[config.mk]
export PLATFORM = sky130hd
export DESIGN_NAME = frame_sequencer
export DESIGN_NICKNAME = d
export VERILOG_FILES = /design/src/rtl/frame_sequencer.sv
export SDC_FILE = /design/constraint.sdc
export NUM_CORES = 1
export LEC_CHECK = 0
export CORE_ASPECT_RATIO = 0.7
export CORE_UTILIZATION = 47
export DETAILED_ROUTE_END_ITERATION = 7
export PLACE_DENSITY = 0.8
export SLEW_MARGIN = 0
export SYNTH_ARGS = -nofsm -noshare
export SYNTH_HDL_FRONTEND = slang
export SYNTH_SLANG_ARGS = --single-unit
[constraint.sdc]
create_clock -name clk_in -period 1.88 [get_ports clk_in]
set_input_delay 0.376 -clock clk_in [delete_from_list [all_inputs] [get_ports clk_in]]
set_output_delay 0.376 -clock clk_in [all_outputs]
set_load 0.02 [all_outputs]
[src/rtl/frame_sequencer.sv]
// Per-frame clear/draw/drain/swap sequencer between rasterizer and depth writer; outputs registered, 1 cycle from issue.
// Backpressure: raster_ready_out drops for same-address fragments still inside the PIPE_LAT-deep depth-writer window.
module frame_sequencer #(
  parameter int FB_BIT_WIDTH    = 16,
  parameter int DEPTH_BIT_WIDTH = 16,
  parameter int FB_ADDR_WIDTH   = 17,
  parameter int FB_SIZE         = 76800,
  parameter logic [FB_BIT_WIDTH-1:0]    CLEAR_COLOR = '0,
  parameter logic [DEPTH_BIT_WIDTH-1:0] CLEAR_DEPTH = '1,
  parameter int PIPE_LAT        = 4
) (
  input  logic                       clk_in,
  input  logic                       rst_n_in,
  input  logic                       frame_start_in,
  input  logic                       vsync_in,
  input  logic                       raster_valid_in,
  output logic                       raster_ready_out,
  input  logic [FB_ADDR_WIDTH-1:0]   raster_addr_in,
  input  logic [FB_BIT_WIDTH-1:0]    raster_color_in,
  input  logic [DEPTH_BIT_WIDTH-1:0] raster_depth_in,
  input  logic                       raster_done_in,
  output logic                       drawing_out,
  output logic                       fb_we_out,
  output logic                       dp_we_out,
  output logic                       dp_re_out,
  output logic                       fb_front_out,
  output logic [FB_ADDR_WIDTH-1:0]   fb_write_out,
  output logic [FB_ADDR_WIDTH-1:0]   dp_write_out,
  output logic [FB_BIT_WIDTH-1:0]    fb_value_out,
  output logic [DEPTH_BIT_WIDTH-1:0] dp_value_out,
  output logic                       busy_out,
  output logic                       frame_done_out
);

  typedef enum logic [2:0] {S_IDLE, S_CLEAR, S_DRAIN_C, S_DRAW, S_DRAIN_D, S_SWAP} state_t;

  localparam logic [FB_ADDR_WIDTH-1:0] CLEAR_LAST = FB_ADDR_WIDTH'(FB_SIZE - 1);
  localparam logic [FB_ADDR_WIDTH-1:0] DRAIN_LAST = FB_ADDR_WIDTH'(PIPE_LAT - 1);
  localparam logic [FB_ADDR_WIDTH-1:0] CNT_ONE    = FB_ADDR_WIDTH'(1);

  state_t                     state, state_nxt;
  logic [FB_ADDR_WIDTH-1:0]   cnt;
  logic                       sb_vld  [PIPE_LAT];
  logic [FB_ADDR_WIDTH-1:0]   sb_addr [PIPE_LAT];
  logic                       hazard, accept, swap;
  logic                       iss_we, iss_re, iss_drawing;
  logic [FB_ADDR_WIDTH-1:0]   iss_addr;
  logic [FB_BIT_WIDTH-1:0]    iss_fb;
  logic [DEPTH_BIT_WIDTH-1:0] iss_dp;

  always_ff @(posedge clk_in or negedge rst_n_in) begin
    if (!rst_n_in) state <= S_IDLE;
    else           state <= state_nxt;
  end

  // One counter serves the clear sweep and both drains; it restarts on every state change.
  always_ff @(posedge clk_in or negedge rst_n_in) begin
    if (!rst_n_in)
      cnt <= '0;
    else if (state_nxt != state)
      cnt <= '0;
    else if (state == S_CLEAR || state == S_DRAIN_C || state == S_DRAIN_D)
      cnt <= cnt + CNT_ONE;
  end

  always_comb begin
    state_nxt = state;
    case (state)
      S_IDLE:    if (frame_start_in)     state_nxt = S_CLEAR;
      S_CLEAR:   if (cnt == CLEAR_LAST)  state_nxt = S_DRAIN_C;
      S_DRAIN_C: if (cnt == DRAIN_LAST)  state_nxt = S_DRAW;
      S_DRAW:    if (raster_done_in)     state_nxt = S_DRAIN_D;
      S_DRAIN_D: if (cnt == DRAIN_LAST)  state_nxt = S_SWAP;
      S_SWAP:    if (vsync_in)           state_nxt = S_IDLE;
      default:                           state_nxt = S_IDLE;
    endcase
  end

  always_comb begin
    hazard = 1'b0;
    for (int i = 0; i < PIPE_LAT; i++)
      if (sb_vld[i] && sb_addr[i] == raster_addr_in) hazard = 1'b1;
    hazard = hazard && raster_valid_in;
  end

  always_comb begin
    raster_ready_out = (state == S_DRAW) && !hazard;
    accept           = raster_ready_out && raster_valid_in;
    busy_out         = (state != S_IDLE);
    swap             = (state == S_SWAP) && vsync_in;
    iss_we           = 1'b0;
    iss_re           = 1'b0;
    iss_drawing      = (state == S_DRAW) || (state == S_DRAIN_D);
    iss_addr         = raster_addr_in;
    iss_fb           = raster_color_in;
    iss_dp           = raster_depth_in;
    case (state)
      S_CLEAR: begin
        iss_we   = 1'b1;
        iss_addr = cnt;
        iss_fb   = CLEAR_COLOR;
        iss_dp   = CLEAR_DEPTH;
      end
      S_DRAW: begin
        iss_we = accept;
        iss_re = accept;
      end
      default: ;
    endcase
  end

  // Bubbles shift in when nothing is accepted, so a stalled fragment frees up after at most PIPE_LAT cycles.
  always_ff @(posedge clk_in or negedge rst_n_in) begin
    if (!rst_n_in) begin
      for (int i = 0; i < PIPE_LAT; i++) begin
        sb_vld[i]  <= 1'b0;
        sb_addr[i] <= '0;
      end
    end else begin
      sb_vld[0]  <= accept;
      sb_addr[0] <= raster_addr_in;
      for (int i = 1; i < PIPE_LAT; i++) begin
        sb_vld[i]  <= sb_vld[i-1];
        sb_addr[i] <= sb_addr[i-1];
      end
    end
  end

  always_ff @(posedge clk_in or negedge rst_n_in) begin
    if (!rst_n_in) begin
      fb_we_out      <= 1'b0;
      dp_we_out      <= 1'b0;
      dp_re_out      <= 1'b0;
      drawing_out    <= 1'b0;
      frame_done_out <= 1'b0;
      fb_front_out   <= 1'b0;
      fb_write_out   <= '0;
      dp_write_out   <= '0;
      fb_value_out   <= '0;
      dp_value_out   <= '0;
    end else begin
      fb_we_out      <= iss_we;
      dp_we_out      <= iss_we;
      dp_re_out      <= iss_re;
      drawing_out    <= iss_drawing;
      frame_done_out <= swap;
      if (swap) fb_front_out <= ~fb_front_out;
      if (iss_we) begin
        fb_write_out <= iss_addr;
        dp_write_out <= iss_addr;
        fb_value_out <= iss_fb;
        dp_value_out <= iss_dp;
      end
    end
  end

endmodule

Word-level counts from Yosys, hierarchy flattened:

Cells that the tools add are included.

* shift operators: 0
* muxes and demuxes: 18
* reduce and logical (&&, ||, !) cells: 15
* bitwise operators: 1
* equal/unequal tests: 12
* $lt $le $gt $ge: 0
* $add $sub $neg: 1
* div/mod/pow operators: 0
* multiply operators: 0

Operators with widths (count)
* $eq 17x17->1: 4
* $mux 17: 3
* $mux 16: 2
* $mux 3: 6
* $pmux 3 s6: 1
* $add 17x1->17 const B: 1
* $eq 17x17->1 const B: 1
* $eq 17x2->1 const B: 1
* $logic_and 1x1->1: 8
* $eq 3x2->1 const B: 2
* $eq 3x3->1 const B: 2
* $mux 1: 5
* $eq 3x1->1 const B: 1
* $logic_not 3->1: 1
* $logic_or 1x1->1: 3
* $ne 3x3->1: 1
* $reduce_bool 3->1: 1
* $pmux 1 s2: 1
* $reduce_bool 2->1: 1
* $logic_not 1->1: 1
* $not 1->1: 1

* bits in latches: 0
* flip-flop bits (word level): 146
* output and inout bits: 74
* logic and storage cells: 65
* memories kept: 0
* bits in writable memories: 0
* memory bits (read-only): 0

Longest topological paths before layout:

Gate-level depths: netlist (run 1).

* word-level depth: 11
* depth in mapped cells: 11

Least setup slack after synthesis (run 1):

No wires, ideal clock.

* kind: input to register
* from: in raster_addr_in[4]
* to: reg dp_write_out[12]
* cell stages on the path: 11
* data arrival time: 2.002 ns
* setup slack: -0.255 ns
* setup time: 0.134 ns
* cell sequence: buf_4 > xor2_1 > nor4_1 > and3_4 > a2bb2o_4 > buf_6 > or3_1 > buf_6 > inv_4 > buf_6 > o221ai_2

* cells in the longest elaborated chain, start to end: 11

RTL lines
* from (decl): line 18 `input logic [FB_ADDR_WIDTH-1:0] raster_addr_in,`
* $eq 17x17->1: line 82 `if (sb_vld[i] && sb_addr[i] == raster_addr_in) hazard = 1'b1;`
* $logic_and 1x1->1: line 82
* $mux 1 (3 in series): line 82
* $mux 1 (*): line 82
* $logic_and 1x1->1 (*): line 83 `hazard = hazard && raster_valid_in;`
* $logic_not 1->1 (*): line 87 `raster_ready_out = (state == S_DRAW) && !hazard;`
* $logic_and 1x1->1 (*): line 87
* $logic_and 1x1->1 (*): line 88 `accept = raster_ready_out && raster_valid_in;`
* via accept: line 45 `logic hazard, accept, swap;`
* $pmux 1 s2 (*): line 97 `case (state)`
* to (signal assigned): line 150 `dp_write_out <= iss_addr;`
* to (decl): line 28 `output logic [FB_ADDR_WIDTH-1:0] dp_write_out,`

The timed path passes the listed nets; every way through them passes the cells marked *.
A chain may end at the register's enable or synchronous reset.

Worst setup path after layout (run 1):

* from: reg sb_addr[61] (netlist bit)
* to: out raster_ready_out

* cells in the longest elaborated chain, start to end: 9

RTL lines
* from (decl): line 44 `logic [FB_ADDR_WIDTH-1:0] sb_addr [PIPE_LAT];`
* from (signal, indexed assignment): line 124 `sb_addr[i] <= sb_addr[i-1];`
* $eq 17x17->1: line 82
* $logic_and 1x1->1: line 82
* $mux 1 (4 in series): line 82
* $logic_and 1x1->1: line 83
* $logic_not 1->1: line 87
* $logic_and 1x1->1: line 87
* to (decl): line 17 `output logic raster_ready_out,`

Every way passes these cells.

==> results_dict.tcl, run 1 <==
set metrics [dict create \
    final_cell_mix "dfrtp_1 (145), clkdlybuf4s50_1 (102), buf_4 (74)" \
    synthTopCellsByArea "dfrtp_1 (56%), xor2_1 (8.5%), nand2_1 (3.6%)" \
    vias_per_cell 5.33 \
    crit_path_end_kind "primary output" \
    hold_slack_ns 0.265 \
    maxCapViolations 0 \
    synth_seq_cells 146 \
    hold_viol_final 0 \
    total_power_uw 9350 \
    cp_max_fo 2 \
    skew_ns 0.00847 \
    grtUsageMet2 0.415 \
    nets 842 \
    vdd_ir_drop_max_mv 0.780 \
    fin_tns_setup_ns -29.76 \
    cts_root_buf "clkbuf_16" \
    first_pass_iters 5 \
    die_w_um 143 \
    wire_per_inst_um 18.7 \
    yosysWarnings 0 \
    start_kind "flip-flop" \
    routed_wl_um 18400 \
    num_vias 5236 \
    ant_nets 0 \
    rr_worst_depth 12 \
    nFillCells 878 \
    max_slew_margin 0.642 \
    final.min_clock_period_ns 2.49 \
    grt_usage 0.262 \
    crit_arrival_ns 2.12 \
    grt_pass1_vias 5280 \
    multi_input_area_um2 2810 \
    hp-class "input port to flip-flop" \
    grt_max_degree 56 \
    crit_required_ns 1.50 \
    whs_path_depth 1 \
    drt_iter0_drc 397 \
    status "finished with violations" \
    htree_levels 4 \
    seq_area_um2 3650 \
    finalWorstSetupSlack_ns -0.615 \
    fmax_mhz 401 \
    cp_slowest_cell "nor4_2" \
    dieArea_um2 14400 \
    max_stage_delay_ns 0.44 \
    crit_chain "xor2_2, nor4_2, nand3_4, o22ai_4, o21ai_2, and2_4, buf_6" \
    row_count 35 \
    clk_latency_ns 0.41 \
    grt_overflow_total 0 \
    drive_gt1_frac 0.262 \
    synth_cells 597 \
    cts_tree "done" \
    avgSynthCellArea_um2 10.9 \
    final_max_slew_viol_count 0 \
    initial_core_util 0.488 \
    use_met1 0.362 \
    synth_top_area_cell "dfrtp_1" \
    grt-busiest-layer "met2" \
    powerDensity_nw_per_um2 966 \
    grt_use_met3 0.0622 \
    worstSetupPathType "flip-flop to primary output" \
    p_leak_uw 0.00430 \
    cts_buffer_depth 2 \
    coreArea_um2 13400 \
    crit_cells 7 \
    gp_congestion 0.855 \
    cts_made_buffers 17 \
    mappedNetlistNets 653 \
    place_ws_ns -1.56 \
    grt_first_pass_wirelength_um 27900 \
    io_buffers 128 \
    violations "setup timing" \
    n_antenna_cell 0 \
    ys_seq_area_frac 0.560 \
    cts.sinks 146 \
    finalSetupViolCount 70 \
    area_growth_pct 48.4 \
    antenna_found_initial 0 \
    clk_pin_slew_ns 0.06 \
    critPathTopFamily "simple AND/OR/NAND/NOR gates" \
    rsz0062_at_grt "true" \
    syn_area_um2 6520 \
    final_common_cell "dfrtp_1" \
    hpwl_um 12000 \
    crit_buf_inv 1 \
    period_share 1.33 \
    synth_cell_types 43 \
    synth_top_area_share 0.560 \
    drt_drc_violations_left 0 \
    top_level_ports 129 \
    worst_pin_slew_ns 0.537 \
    die_h_um 101 \
]
==> where the power goes <==
part / switching [uW] / total (uW) / internal (uW)
logic: 1380 / 2510 / 1130
registers: 191 / 3550 / 3360
clock network: 1320 / 3280 / 1960
==> path summary, 6_finish.rpt <==
path | from | endpoint | slack (ns)
max | sb_addr[61] | raster_ready_out | -0.61
min | raster_addr_in[0] | sb_addr[51] | 0.26
max reg2reg | sb_addr[61] | dp_write_out[3] | -0.58
min reg2reg | sb_addr[21] | sb_addr[4] | 0.39
max in group asynchronous | rst_n_in | sb_addr[26] | 0.78
min in group asynchronous | rst_n_in | dp_value_out[14] | 0.50
==> cell type report <==
cell class | count | area share
clock buffers | 20 | 0.0451
clock inverters | 11 | 0.0134
inverters | 22 | 0.0102
multi-input cells | 365 | 0.290
flip-flops and latches | 146 | 0.378
well taps | 185 | 0.0239
repair buffers | 234 | 0.239
==> cell usage after synthesis (all sizes together) <==
cell     count
and3        19
nand3b       2
xor2        63
inv         22
nand3       26
a22oi        1
o22ai        4
or3          2
nor2b        2
nand4       11
o221ai       3
nor4        35
mux2i       18
o21ai        2
o211ai      15
o21bai       2
clkbuf      19
nor3         2
nor2        41
nand2b       1
o22a         1
nand2       63
dfrtp      146
nand4b       1
nor3b        1
a21boi       1
ha           1
buf         45
a2bb2oi      1
a21o         1
nor4b        1
a21oi       18
a2bb2o       1
and2         2
xnor2       24
==> logic make-up after synthesis <==
kind of cell / after synthesis / synth area share
compound gates: 50 / 0.0612
fa+ha+maj: 1 / 0.00192
xor+xnor: 87 / 0.117
flops: 146 / 0.560
mux: 18 / 0.0276
buf+inv: 86 / 0.0739
simple gates: 209 / 0.158
==> metal layers <==
metal,share of wire,routed length (um)
met1,0.46,8370
met2,0.47,8610
met3,0.069,1270
met4,0.0071,131
met5,0,0
==> per-stage QoR <==
stage / cell area (um^2) / cells / util
2_1_floorplan: 6670 / 597 / -
3_3_place_gp: 8340 / 921 / 0.624
3_5_place_dp: 8340 / 921 / 0.624
4_1_cts: 9400 / 973 / 0.704
5_1_grt: 9680 / 983 / 0.724
6_report: 9680 / 983 / 0.724
==> registers in the layout (all words and copies together), names as in the netlist <==
name            flops
sb_addr            68
cnt                17
dp_write_out       17
dp_value_out       16
fb_value_out       16
sb_vld              4
state               3
dp_re_out           1
dp_we_out           1
drawing_out         1
fb_front_out        1
frame_done_out      1
==> what timing repair did <==
item	CTS	global route
cloned	6	1
resized for setup	90	57
setup buffers	14	15
pin swaps	29	23
hold buffers	1	0
endpoints found under the hold margin	49	0
endpoints found under the setup margin	77	71
(Power assumes the default switching activity.)
==> inputs of run 2 (changes only) <==
--- a/config.mk
+++ b/config.mk
@@ -9,7 +9,7 @@
 export CORE_UTILIZATION = 47
 export DETAILED_ROUTE_END_ITERATION = 7
 export PLACE_DENSITY = 0.8
-export SLEW_MARGIN = 0
+export SKIP_CTS_REPAIR_TIMING = 1
 export SYNTH_ARGS = -nofsm -noshare
 export SYNTH_HDL_FRONTEND = slang
 export SYNTH_SLANG_ARGS = --single-unit
==> results_dict.tcl, run 2 (synthesized netlist as in run 1, its figures left out) <==
set metrics [dict create \
    nets 838 \
    crit_required_ns 1.50 \
    p_leak_uw 0.00449 \
    vias_per_cell 5.32 \
    cts_buffer_depth 2 \
    vdd_ir_drop_max_mv 0.729 \
    fmax_mhz 397 \
    gp_congestion 0.855 \
    final_common_cell "dfrtp_1" \
    row_count 35 \
    dieArea_um2 14400 \
    cts_made_buffers 17 \
    whs_path_depth 1 \
    max_slew_margin 0.641 \
    area_growth_pct 46.4 \
    reg.largest.list "sb_addr: 68 flops, cnt: 17 flops, dp_write_out: 17 flops" \
    grtUsageMet2 0.371 \
    cp_max_fo 2 \
    grt_pass1_vias 5066 \
    cts_root_buf "clkbuf_16" \
    reg2reg_from "sb_addr[41]" \
    hp-class "input port to flip-flop" \
    worstHoldStart "raster_addr_in[0]" \
    htree_levels 4 \
    n_antenna_cell 0 \
    use_met1 0.346 \
    worst_pin_slew_ns 0.539 \
    clk_latency_ns 0.42 \
    cts.sinks 146 \
    die_h_um 101 \
    period_share 1.34 \
    cts_tree "done" \
    grt_overflow_total 0 \
    rr_endpoint "dp_value_out[3]" \
    start_kind "flip-flop" \
    crit_path_end_kind "primary output" \
    grt_usage 0.242 \
    io_buffers 128 \
    grt_max_degree 56 \
    first_pass_iters 5 \
    rsz0062_at_grt "true" \
    final_max_slew_viol_count 0 \
    routed_wl_um 17900 \
    worstSetupPathType "flip-flop to primary output" \
    worstHoldEndpoint "sb_addr[51]" \
    final.min_clock_period_ns 2.52 \
    r2r_slack_ns -0.49 \
    maxCapViolations 0 \
    grt_first_pass_wirelength_um 26000 \
    final_cell_mix "dfrtp_1 (145), clkdlybuf4s50_1 (103), buf_4 (71)" \
    drt_iter0_drc 381 \
    grt_use_met3 0.0532 \
    fin_tns_setup_ns -24.30 \
    rr_worst_depth 10 \
    finalWorstSetupSlack_ns -0.638 \
    clk_pin_slew_ns 0.06 \
    worstSetupStartpoint "sb_addr[61]" \
    hold_viol_final 0 \
    powerDensity_nw_per_um2 940 \
    skew_ns 0.0100 \
    post-route-util 0.715 \
    wire_per_inst_um 18.2 \
    hpwl_um 12000 \
    status "finished with violations" \
    drive_gt1_frac 0.234 \
    finalSetupViolCount 70 \
    crit_arrival_ns 2.14 \
    regMostFlops "sb_addr" \
    antenna_found_initial 0 \
    grt-busiest-layer "met2" \
    die_w_um 143 \
    num_vias 5208 \
    ant_nets 0 \
    top_level_ports 129 \
    violations "setup timing" \
    largest_reg_flops 68 \
    drt_drc_violations_left 0 \
    coreArea_um2 13400 \
    initial_core_util 0.488 \
]
==> run 2: changes by cell type in the layout (fill, tap and decap cells not counted), moves of 5 or more <==
| cell | delta |
|---|---|
| nor2_4 | -16 |
| nor2_1 | +11 |
| dlymetal6s2s_1 | +21 |
| buf_6 | -7 |
| nor2_2 | +5 |
| dlygate4sd2_1 | -21 |
==> run 2: metrics by stage <==
stage / total power (uW) / hold WS, ns / cells / setup WS [ns] / area [um^2]
2_1_floorplan: 4670 / 0.0804 / 597 / -0.128 / 6670
3_3_place_gp: 5510 / 0.365 / 921 / -1.48 / 8340
3_5_place_dp: 5570 / 0.374 / 921 / -1.56 / 8340
4_1_cts: 8840 / -0.0713 / 952 / -1.56 / 8910
5_1_grt: 9360 / 0.155 / 979 / -0.731 / 9550
6_report: 8980 / 0.155 / 979 / -0.638 / 9550
==> run 2: worst max-delay path by stage <==
stage,to,cells past startpoint
floorplan,dp_write_out[12],11
finish,raster_ready_out,7
CTS,raster_ready_out,8
global route,raster_ready_out,7
global placement,raster_ready_out,8
detailed placement,raster_ready_out,8
==> run 2: per-layer routing <==
metal / vias to the layer above / share of wire / routed length [um]
li1: 2356 / - / -
met4: 0 / 0.013 / 239
met3: 27 / 0.070 / 1250
met1: 2604 / 0.46 / 8220
met5: - / 0 / 0
met2: 221 / 0.46 / 8150
==> run 2: cell type report <==
cell class              count  area, um^2
fillers                   899        3810
flip-flops and latches    146        3650
multi-input cells         365        2620
repair buffers            228        2360
clock buffers              20         437
well taps                 185         231
clock inverters            11         130
inverters                  22        95.1
repair inverters            2        20.0
==> run 2: critical path, stage by stage, from the launching register on <==
cell	delay, ns
dfrtp_1	0.39
xor2_1	0.20
nor4_2	0.45
nand3_4	0.13
o22ai_4	0.21
o21ai_2	0.07
and2_4	0.15
buf_6	0.13
==> run 2: report_power, final <==
part / switching, uW / total [uW] / internal, uW
combinational: 1190 / 2160 / 973
sequential: 179 / 3540 / 3360
clock: 1320 / 3280 / 1960
total: 2680 / 8980 / 6290
